### src/rtl/tensor_stream_pkg.sv
// Shared types and size helpers for the tensor parameter streamer and its ROM.
package tensor_stream_pkg;

  // Read latency of tensor_param_rom; its two output register stages are fixed.
  localparam int ROM_LATENCY = 2;

  typedef enum logic [1:0] {
    IDLE,
    RUN,
    DRAIN
  } state_t;

  function automatic int calc_depth(input int size_0, input int size_1,
                                    input int par_0, input int par_1);
    return (size_0 / par_0) * (size_1 / par_1);
  endfunction

  function automatic int calc_word_w(input int precision, input int par_0, input int par_1);
    return precision * par_0 * par_1;
  endfunction

  // Index width that stays legal (>= 1 bit) even for single-entry structures.
  function automatic int width_of(input int n);
    return (n > 1) ? $clog2(n) : 1;
  endfunction

endpackage

### src/rtl/tensor_param_rom.sv
// Synchronous parameter ROM with two registered output stages (read latency 2).
module tensor_param_rom
  import tensor_stream_pkg::*;
#(
  parameter int    DEPTH     = 16,
  parameter int    WORD_W    = 128,
  parameter string INIT_FILE = "",
  localparam int   ADDR_W    = width_of(DEPTH)
) (
  input  logic              clk,
  input  logic              ce,
  input  logic [ADDR_W-1:0] addr,
  output logic [WORD_W-1:0] data
);

  logic [WORD_W-1:0] mem [DEPTH];
  logic [WORD_W-1:0] stage;

  // NOTE: memory contents and data stages carry no reset; validity travels in the caller's pipeline.
  always_ff @(posedge clk) begin
    if (ce) begin
      stage <= mem[addr];
      data  <= stage;
    end
  end

endmodule

### src/rtl/tensor_param_stream_source.sv
// Streams a ROM-held 2-D parameter tensor as tiles over valid/ready, hiding ROM
// latency behind a credit-controlled prefetch FIFO; one-shot or continuous.
module tensor_param_stream_source
  import tensor_stream_pkg::*;
#(
  parameter int    TENSOR_SIZE_DIM_0 = 32,
  parameter int    TENSOR_SIZE_DIM_1 = 4,
  parameter int    PARALLELISM_DIM_0 = 4,
  parameter int    PARALLELISM_DIM_1 = 2,
  parameter int    PRECISION_0       = 16,
  parameter int    PRECISION_1       = 3,
  parameter int    REPEAT            = 2,
  parameter bit    CONTINUOUS        = 1'b0,
  parameter int    FIFO_DEPTH        = 4,
  parameter string INIT_FILE         = ""
) (
  input  logic                   clk,
  input  logic                   rst_n,
  input  logic                   start,
  output logic                   busy,
  output logic                   done,
  output logic [PRECISION_0-1:0] data_out [PARALLELISM_DIM_0*PARALLELISM_DIM_1],
  output logic                   data_out_valid,
  input  logic                   data_out_ready,
  output logic                   data_out_last
);

  localparam int LANES  = PARALLELISM_DIM_0 * PARALLELISM_DIM_1;
  localparam int DEPTH  = calc_depth(TENSOR_SIZE_DIM_0, TENSOR_SIZE_DIM_1,
                                     PARALLELISM_DIM_0, PARALLELISM_DIM_1);
  localparam int WORD_W = calc_word_w(PRECISION_0, PARALLELISM_DIM_0, PARALLELISM_DIM_1);
  localparam int ADDR_W = width_of(DEPTH);
  localparam int PASS_W = width_of(REPEAT);
  localparam int PTR_W  = width_of(FIFO_DEPTH);
  localparam int CNT_W  = $clog2(FIFO_DEPTH + 1);
  localparam int CRD_W  = CNT_W + 1;

  localparam state_t RESET_STATE = CONTINUOUS ? RUN : IDLE;

  localparam bit CFG_OK = (TENSOR_SIZE_DIM_0 % PARALLELISM_DIM_0 == 0) &&
                          (TENSOR_SIZE_DIM_1 % PARALLELISM_DIM_1 == 0) &&
                          (REPEAT >= 1) && (FIFO_DEPTH >= ROM_LATENCY + 1) &&
                          (PRECISION_1 <= PRECISION_0);
  if (!CFG_OK) begin : g_cfg_error
    $error("tensor_param_stream_source: illegal parameter combination");
  end

  state_t state, state_next;

  logic [ADDR_W-1:0]      addr;
  logic [PASS_W-1:0]      pass;
  logic                   addr_last;
  logic                   issue;
  logic [ROM_LATENCY-1:0] rd_valid;
  logic [ROM_LATENCY-1:0] rd_last;
  logic [CRD_W-1:0]       inflight;
  logic [CRD_W-1:0]       credit_used;
  logic [WORD_W-1:0]      rom_data;

  logic [WORD_W-1:0] fifo_data [FIFO_DEPTH];
  logic              fifo_last [FIFO_DEPTH];
  logic [PTR_W-1:0]  rd_ptr, wr_ptr;
  logic [CNT_W-1:0]  fifo_count;
  logic              push, pop;

  function automatic logic [PTR_W-1:0] ptr_inc(input logic [PTR_W-1:0] p);
    return (p == PTR_W'(FIFO_DEPTH - 1)) ? '0 : p + 1'b1;
  endfunction

  tensor_param_rom #(
    .DEPTH     (DEPTH),
    .WORD_W    (WORD_W),
    .INIT_FILE (INIT_FILE)
  ) u_rom (
    .clk  (clk),
    .ce   (1'b1),
    .addr (addr),
    .data (rom_data)
  );

  // Credits cover both stored tiles and reads still in the ROM pipeline.
  always_comb begin
    inflight = '0;
    for (int i = 0; i < ROM_LATENCY; i++) inflight = inflight + CRD_W'(rd_valid[i]);
  end

  assign credit_used = CRD_W'(fifo_count) + inflight;
  assign issue       = (state == RUN) && (credit_used < CRD_W'(FIFO_DEPTH));
  assign addr_last   = (addr == ADDR_W'(DEPTH - 1));

  always_ff @(posedge clk) begin
    if (!rst_n) begin
      addr <= '0;
      pass <= '0;
    end else if (state == IDLE) begin
      addr <= '0;
      pass <= '0;
    end else if (issue) begin
      if (addr_last) begin
        addr <= '0;
        pass <= pass + 1'b1;
      end else begin
        addr <= addr + 1'b1;
      end
    end
  end

  always_ff @(posedge clk) begin
    if (!rst_n) begin
      rd_valid <= '0;
      rd_last  <= '0;
    end else begin
      rd_valid <= {rd_valid[ROM_LATENCY-2:0], issue};
      rd_last  <= {rd_last[ROM_LATENCY-2:0], issue && addr_last};
    end
  end

  assign push           = rd_valid[ROM_LATENCY-1];
  assign data_out_valid = (fifo_count != '0);
  assign pop            = data_out_valid && data_out_ready;

  always_ff @(posedge clk) begin
    if (push) begin
      fifo_data[wr_ptr] <= rom_data;
      fifo_last[wr_ptr] <= rd_last[ROM_LATENCY-1];
    end
  end

  always_ff @(posedge clk) begin
    if (!rst_n) begin
      rd_ptr     <= '0;
      wr_ptr     <= '0;
      fifo_count <= '0;
    end else begin
      if (push) wr_ptr <= ptr_inc(wr_ptr);
      if (pop)  rd_ptr <= ptr_inc(rd_ptr);
      case ({push, pop})
        2'b10:   fifo_count <= fifo_count + 1'b1;
        2'b01:   fifo_count <= fifo_count - 1'b1;
        default: fifo_count <= fifo_count;
      endcase
    end
  end

  always_comb begin
    for (int j = 0; j < LANES; j++) begin
      data_out[j] = fifo_data[rd_ptr][PRECISION_0*j +: PRECISION_0];
    end
  end

  assign data_out_last = data_out_valid && fifo_last[rd_ptr];

  always_ff @(posedge clk) begin
    if (!rst_n) state <= RESET_STATE;
    else        state <= state_next;
  end

  // NOTE: every output of this block gets a default first so no latch is inferred.
  always_comb begin
    state_next = state;
    done       = 1'b0;
    unique case (state)
      IDLE: begin
        if (start) state_next = RUN;
      end
      RUN: begin
        if (!CONTINUOUS && issue && addr_last && (pass == PASS_W'(REPEAT - 1)))
          state_next = DRAIN;
      end
      DRAIN: begin
        if ((fifo_count == '0) && (inflight == '0)) begin
          done       = 1'b1;
          state_next = IDLE;
        end
      end
      default: state_next = RESET_STATE;
    endcase
  end

  assign busy = (state != IDLE);

endmodule

### config.mk
export PLATFORM = sky130hd
export DESIGN_NAME = tensor_param_stream_source
export DESIGN_NICKNAME = d
export VERILOG_FILES = /design/src/rtl/tensor_stream_pkg.sv /design/src/rtl/tensor_param_rom.sv /design/src/rtl/tensor_param_stream_source.sv
export SDC_FILE = /design/constraint.sdc
export NUM_CORES = 1
export LEC_CHECK = 0
export CORE_ASPECT_RATIO = 1.1
export CORE_MARGIN = 5
export CORE_UTILIZATION = 55
export DETAILED_ROUTE_END_ITERATION = 7
export GPL_TIMING_DRIVEN = 0
export PLACE_DENSITY = 0.78
export SLEW_MARGIN = 20
export SYNTH_ARGS = -nofsm -noshare
export SYNTH_HDL_FRONTEND = slang
export SYNTH_HIERARCHICAL = 1
export SYNTH_SLANG_ARGS = --single-unit
### constraint.sdc
create_clock -name clk -period 3.8 [get_ports clk]
set_input_delay 0.76 -clock clk [delete_from_list [all_inputs] [get_ports clk]]
set_output_delay 0.76 -clock clk [all_outputs]
set_load 0.01 [all_outputs]
==> impl_results.rst, run 1 <==
.. list-table::
   :header-rows: 1

   * - Metric
     - Value
   * - Status
     - finished, final reports clean
   * - Initial DRC Count
     - between 500 and 600
   * - Pin count of the biggest net entering global routing
     - 47
   * - Critical Path Start Type
     - register
   * - Min-Delay Endpoint
     - rd_last[1]
   * - Endpoint of the most critical register-to-register path
     - fifo_data[2][82]
   * - Cell type of the slowest stage on the worst timing path
     - clkbuf_1
   * - Clock latency of the later-clocked register in the worst-skew pair
     - about 0.57 ns
   * - R2r worst-path depth
     - 5
   * - Grt ovf
     - 0
   * - PwrDens
     - ~530 nW/um2
   * - Class of the most critical hold timing path
     - reg -> reg
   * - Number of buffers added to fix hold violations after cts
     - 0
   * - RSZ-0062 raised after global routing
     - false
   * - HPWL after detailed placement
     - 19,880 um
   * - Netlist area before placement
     - 20,480 um2
   * - Buffers & Inverters on Critical Path
     - 3
   * - Number of global-route vias before repair
     - between 9,000 and 10,000
   * - Final std cells w/o fill
     - roughly 1,800
   * - Layout Area Growth over Synthesis
     - 22.03%
   * - Resized Gates After CTS
     - 2
   * - Clk network pwr share
     - 0.393
   * - Global-route wire length before repair
     - roughly 54,000 um
   * - Worst path arrival time
     - 2.89 ns
   * - Final worst path period share
     - 0.9604
   * - Gp weighted congestion
     - ~0.68
   * - FP Rows
     - 74
   * - Origin of the critical flop-to-flop path
     - wr_ptr[0]
   * - Cell count after placement
     - 1,678
   * - Cells after Synth
     - around 910
   * - Placed standard-cell area
     - 23,220 um2
   * - Post-DR wirelength/cell
     - 19.25 um
   * - Post-Layout Inst Area
     - around 25,000 um2
   * - Slew at the pin closest to its max-slew limit
     - between 0.7 and 0.8 ns
   * - Aggregate negative setup slack
     - 0 ns
   * - DRT antenna net count
     - 0
   * - Fraction of power consumed by combinational cells
     - 0.112
   * - Number of nets in the final layout
     - 1,253
   * - IO Pins
     - ~140
   * - Part of the total power dissipated in sequential elements
     - 0.495
   * - Height of the chip
     - around 210 um
   * - Total detailed-routing wirelength
     - between 30,000 and 40,000 um
   * - Count of input and output buffers
     - 135
   * - Clk sink count
     - between 500 and 600
   * - Data required time at the worst endpoint
     - about 3 ns
   * - Fin crit period
     - 3.649 ns
   * - Max Buffers Root-to-Sink
     - 3
   * - Die Wd
     - 194.0 um
   * - F_max
     - approximately 0.27 GHz
   * - Post-Route Skew
     - 0.009573 ns
   * - Int Power
     - ~10 mW
   * - Count of TritonRoute iterations in the first routing pass
     - 4
   * - Most utilized layer in the global route result
     - met2
   * - Critical Setup Path Class
     - reg -> out
   * - Met1 usage in global routing
     - 0.2138
   * - Post-CTS setup buffer count
     - 0
   * - Largest driver fanout on the critical path
     - 10
   * - Fraction of final layout cells with drive strength greater than 1
     - 0.2949
   * - Number of max-cap violations
     - 0
   * - Sw frac
     - 0.2122
   * - Core Region
     - 36,940 um2
   * - Final Hold Viols
     - 0
   * - Pins Over Slew Limit
     - 0
   * - Number of warnings issued by yosys
     - 6
   * - Antenna fix cells
     - 0
   * - Number of logic stages on the critical path including buffering
     - 4
   * - Cell depth of the worst hold path
     - 1
   * - Die Area
     - just over 40,000 um2
   * - Max H-tree Level
     - 2
   * - Clk Tree Root Cell
     - clkbuf_16
   * - Starting utilization of the core area
     - 0.5544
   * - Cells along the critical path
     - clkbuf_2, clkbuf_1, mux4_2, clkdlybuf4s50_1
   * - Number of antenna violations at the first check in global routing
     - 0
   * - Post-Syn Area per Cell
     - 22.48 um2
   * - Met2 Track Usage GR
     - 0.3051
   * - Clock tree from TritonCTS
     - done
   * - Via density per instance
     - between 5 and 6
   * - Sw Pwr
     - about 2.8 mW
   * - Delay of the slowest critical-path stage
     - approximately 0.59 ns
   * - CP Capture Type
     - primary output
   * - Leak Pwr
     - approximately 8.5 nW
   * - Flop-to-flop setup slack
     - 1.57 ns
   * - Max IR drop VDD
     - around 0.00042 V
   * - Slew HR
     - 0.5012
   * - Setup violators final
     - 0
   * - Kind of cell with the highest combined delay on the critical path
     - buffers and inverters
   * - Number of CTS-inserted buffers
     - 52
   * - Total number of vias
     - about 9,000
   * - GRT Overall Usage
     - 0.1704
   * - Number of DRC violations after detailed routing
     - 0
   * - Clock transition at path regs
     - ~0.060 ns
   * - Met3 usage in global routing
     - 0.03994
   * - Worst min-delay path startpoint
     - rd_last[0]
-- routing by layer --
layer	up-vias	part of all wire
li1	4132	-
met1	4633	0.39
met2	173	0.54
met3	46	0.051
met4	0	0.019
met5	-	0
-- worst max path at each step --
stage | start | to
after floorplan | wr_ptr[0] | fifo_data[3][0]
after global placement | wr_ptr[0] | fifo_data[1][82]
after detailed placement | register | data_out[44]
after CTS | register | data_out[114]
after global routing | register | data_out[66]
final | register | data_out[36]
-- metrics by stage --
step	worst slack [ns]	util	hold WS [ns]	power (mW)
2_1_floorplan	1.218	-	0.4118	7.589
3_3_place_gp	-0.03156	0.6208	0.4193	8.176
3_5_place_dp	0.2862	0.6285	0.4303	8.187
4_1_cts	0.04239	0.6765	0.4456	13.43
5_1_grt	0.0003053	0.6766	0.4639	13.80
6_report	0.1506	0.6766	0.4431	13.27
-- registers in the layout (all words and copies together), names as in the netlist, named ones only --
register    flops
addr            4
fifo_count      3
fifo_data     512
fifo_last       4
pass            1
rd_last         2
rd_ptr          2
rd_valid        2
state           2
wr_ptr          2
-- power groups by stage --
stage / Combinational [mW] / Sequential, mW / Clock (mW)
floorplan: 0.902 / 6.69 / 0
global placement: 1.48 / 6.69 / 0
detailed placement: 1.50 / 6.69 / 0
CTS: 1.51 / 6.57 / 5.36
global route: 1.61 / 6.57 / 5.61
finish: 1.49 / 6.57 / 5.22
-- cells in the final DEF (no fill, tap or decap), types with 10 or more instances in the layout --
| cell type | n |
|---|---|
| buf_4 | 129 |
| dfxtp_1 | 20 |
| mux4_2 | 129 |
| clkbuf_16 | 52 |
| ha_1 | 10 |
| conb_1 | 128 |
| clkinv_2 | 12 |
| buf_2 | 14 |
| inv_1 | 11 |
| clkdlybuf4s50_1 | 135 |
| clkbuf_1 | 13 |
| edfxtp_1 | 516 |
-- cell type report --
class	instances	area [um2]
buffer	159	1102
clock buffer	57	1320
clock inverter	41	451.7
fill	2318	11950
inverter	11	41.29
multi-input combinational	332	3934
sequential	536	15900
tap	494	618.1
timing repair buffer	146	1632
(Power assumes the default switching activity.)
==> run 2: changes to the inputs <==
--- a/config.mk
+++ b/config.mk
@@ -11,6 +11,7 @@
 export DETAILED_ROUTE_END_ITERATION = 7
 export GPL_TIMING_DRIVEN = 0
 export PLACE_DENSITY = 0.78
+export RECOVER_POWER = 25
 export SLEW_MARGIN = 20
 export SYNTH_ARGS = -nofsm -noshare
 export SYNTH_HDL_FRONTEND = slang
==> impl_results.rst, run 2 (synthesis results as in run 1) <==
.. list-table::
   :header-rows: 1

   * - Metric
     - Value
   * - Total Power
     - 13.27 mW (about the same)
   * - Post-DR wirelength/cell
     - 19.27 um (was 19.25 um)
   * - Count of TritonRoute iterations in the first routing pass
     - 4 (unchanged)
   * - PwrDens
     - 533.6 nW/um2 (was 531.1 nW/um2)
   * - Die Wd
     - 194.0 um (unchanged)
   * - Aggregate negative setup slack
     - 0 ns (unchanged)
   * - GRT Overall Usage
     - 0.1704 (unchanged)
   * - Class of the most critical hold timing path
     - reg -> reg (unchanged)
   * - Fraction of final layout cells with drive strength greater than 1
     - 0.2925 (was 0.2949)
   * - Number of antenna violations at the first check in global routing
     - 0 (unchanged)
   * - Die Area
     - 41,200 um2 (unchanged)
   * - Clock tree from TritonCTS
     - done (unchanged)
   * - Cells along the critical path
     - clkbuf_2, clkbuf_1, mux4_2, clkdlybuf4s50_1 (unchanged)
   * - Count of input and output buffers
     - 135 (unchanged)
   * - Data required time at the worst endpoint
     - 3.04 ns (about the same)
   * - Clock latency of the later-clocked register in the worst-skew pair
     - 0.57 ns (about the same)
   * - HPWL after detailed placement
     - 19,880 um (unchanged)
   * - Number of DRC violations after detailed routing
     - 0 (unchanged)
   * - FP Rows
     - 74 (unchanged)
   * - Critical Path Start Type
     - register (unchanged)
   * - Via density per instance
     - 5.047 (was 5.059)
   * - Most frequent standard cell in the layout excluding fill and tap cells
     - edfxtp_1 (unchanged)
   * - Number of CTS-inserted buffers
     - 52 (unchanged)
   * - Most flops, register
     - fifo_data (unchanged)
   * - CP Capture Type
     - primary output (unchanged)
   * - Gp weighted congestion
     - 0.6797 (unchanged)
   * - Leading registers by flop count
     - fifo_data: 512 flops, addr: 4 flops, fifo_last: 4 flops (unchanged)
   * - R2r worst-path depth
     - 5 (unchanged)
   * - Number of nets in the final layout
     - 1,253 (unchanged)
   * - RSZ-0062 raised after global routing
     - false (unchanged)
   * - Final Core Density
     - 0.6733 (was 0.6766)
   * - DRT antenna net count
     - 0 (unchanged)
   * - Clk sink count
     - 536 (unchanged)
   * - Setup violators final
     - 0 (unchanged)
   * - IO Pins
     - 136 (unchanged)
   * - Largest register FFs
     - 512 (unchanged)
   * - Number of global-route vias before repair
     - 9,751 (unchanged)
   * - Max H-tree Level
     - 2 (unchanged)
   * - Max Buffers Root-to-Sink
     - 3 (unchanged)
   * - Slew at the pin closest to its max-slew limit
     - 1.374 ns (was 0.7378 ns)
   * - Initial DRC Count
     - 540 (was 548)
   * - Layout Area Growth over Synthesis
     - 21.44% (was 22.03%)
   * - Largest driver fanout on the critical path
     - 10 (unchanged)
   * - Number of max-cap violations
     - 0 (unchanged)
   * - Delay of the slowest critical-path stage
     - 0.61 ns (was 0.59 ns)
   * - Slew HR
     - 0.08403 (was 0.5012)
   * - Critical Setup Path Class
     - reg -> out (unchanged)
   * - Max IR drop VDD
     - 0.0004226 V (was 0.0004220 V)
   * - Clk Tree Root Cell
     - clkbuf_16 (unchanged)
   * - Post-Route Skew
     - 0.008899 ns (was 0.009573 ns)
   * - Cell type of the slowest stage on the worst timing path
     - clkbuf_1 (unchanged)
   * - Core Region
     - 36,940 um2 (unchanged)
   * - Height of the chip
     - 212.4 um (unchanged)
   * - Pins Over Slew Limit
     - 0 (unchanged)
   * - Final worst path period share
     - 0.9633 (was 0.9604)
   * - Cell count after placement
     - 1,678 (unchanged)
   * - Total detailed-routing wirelength
     - 34,230 um (was 34,190 um)
   * - Global-route wire length before repair
     - 54,240 um (unchanged)
   * - Fin crit period
     - 3.661 ns (was 3.649 ns)
   * - Placed standard-cell area
     - 23,220 um2 (unchanged)
   * - Number of buffers added to fix hold violations after cts
     - 0 (unchanged)
   * - Final Hold Viols
     - 0 (unchanged)
   * - F_max
     - 0.2732 GHz (was 0.2740 GHz)
   * - Cell depth of the worst hold path
     - 1 (unchanged)
   * - Leading cell types in the layout, fill and taps excluded
     - 516 x edfxtp_1, 134 x clkdlybuf4s50_1, 129 x buf_4, 129 x mux4_2, 128 x conb_1 (was 516 x edfxtp_1, 135 x clkdlybuf4s50_1, 129 x buf_4, 129 x mux4_2, 128 x conb_1)
   * - Grt ovf
     - 0 (unchanged)
   * - Post-Layout Inst Area
     - 24,870 um2 (was 24,990 um2)
   * - Status
     - finished, final reports clean (unchanged)
   * - Pin count of the biggest net entering global routing
     - 47 (unchanged)
   * - Leak Pwr
     - 8.410 nW (was 8.451 nW)
   * - Starting utilization of the core area
     - 0.5544 (unchanged)
   * - Worst path arrival time
     - 2.90 ns (was 2.89 ns)
   * - Antenna fix cells
     - 0 (unchanged)
   * - Clock transition at path regs
     - 0.06 ns (about the same)
   * - Final std cells w/o fill
     - 1,776 (unchanged)
   * - Total number of vias
     - 8,963 (was 8,984)
[run 2: cell types whose count changed in the layout (fill, tap and decap cells not counted)]
cell / before / now
buf_16: 8 / 3
dlygate4sd3_1: 0 / 1
clkbuf_2: 3 / 8
and2_4: 4 / 1
and2_0: 0 / 3
clkdlybuf4s50_1: 135 / 134
[run 2: layout make-up]
type	instances	area [um2]
inverter	11	41.29
tap	494	618.1
sequential	536	15900
fill	2335	12070
timing repair buffer	146	1519
multi-input combinational	332	3926
clock buffer	57	1320
clock inverter	41	451.7
buffer	159	1102
[run 2: final timing paths]
path              startpoint          endpoint  slack, ns
setup / recovery    register      data_out[36]       0.14
hold / removal    rd_last[0]        rd_last[1]       0.44
setup reg to reg   wr_ptr[0]  fifo_data[0][83]       0.44
hold reg to reg   rd_last[0]        rd_last[1]       0.44
[run 2: per-stage QoR]
stage / hold slack, ns / worst slack [ns]
after floorplan: 0.4118 / 1.218
after global placement: 0.4193 / -0.03156
after detailed placement: 0.4303 / 0.2862
after CTS: 0.4456 / 0.04239
after global routing: 0.4639 / 0.0003053
final: 0.4430 / 0.1394
[run 2: routing by layer]
layer	global-route usage	vias to the layer above	wire (um)
li1	-	4138	-
met5	0	-	0
met2	0.3051	167	18410
met1	0.2138	4611	13440
met4	0.04268	0	643
met3	0.03994	47	1733
[run 2: worst max-delay path, delay by kind of cell, from the launching register on]
family / cells / cell delay (ns)
flip-flops: 1 / 0.36
buffers and inverters: 3 / 1.51
multiplexers: 1 / 0.44
[run 2: what timing repair did]
action	CTS	global route
gates resized for setup	2	2
setup endpoints to repair	100	6
buffers inserted	0	0
endpoints found under the hold margin	0	0
[run 2: power by group]
part / internal [mW] / switching [mW] / total, mW
Sequential: 6.54 / 0.0252 / 6.57
Combinational: 0.835 / 0.649 / 1.48
Clock: 3.08 / 2.14 / 5.22
Total: 10.5 / 2.82 / 13.3
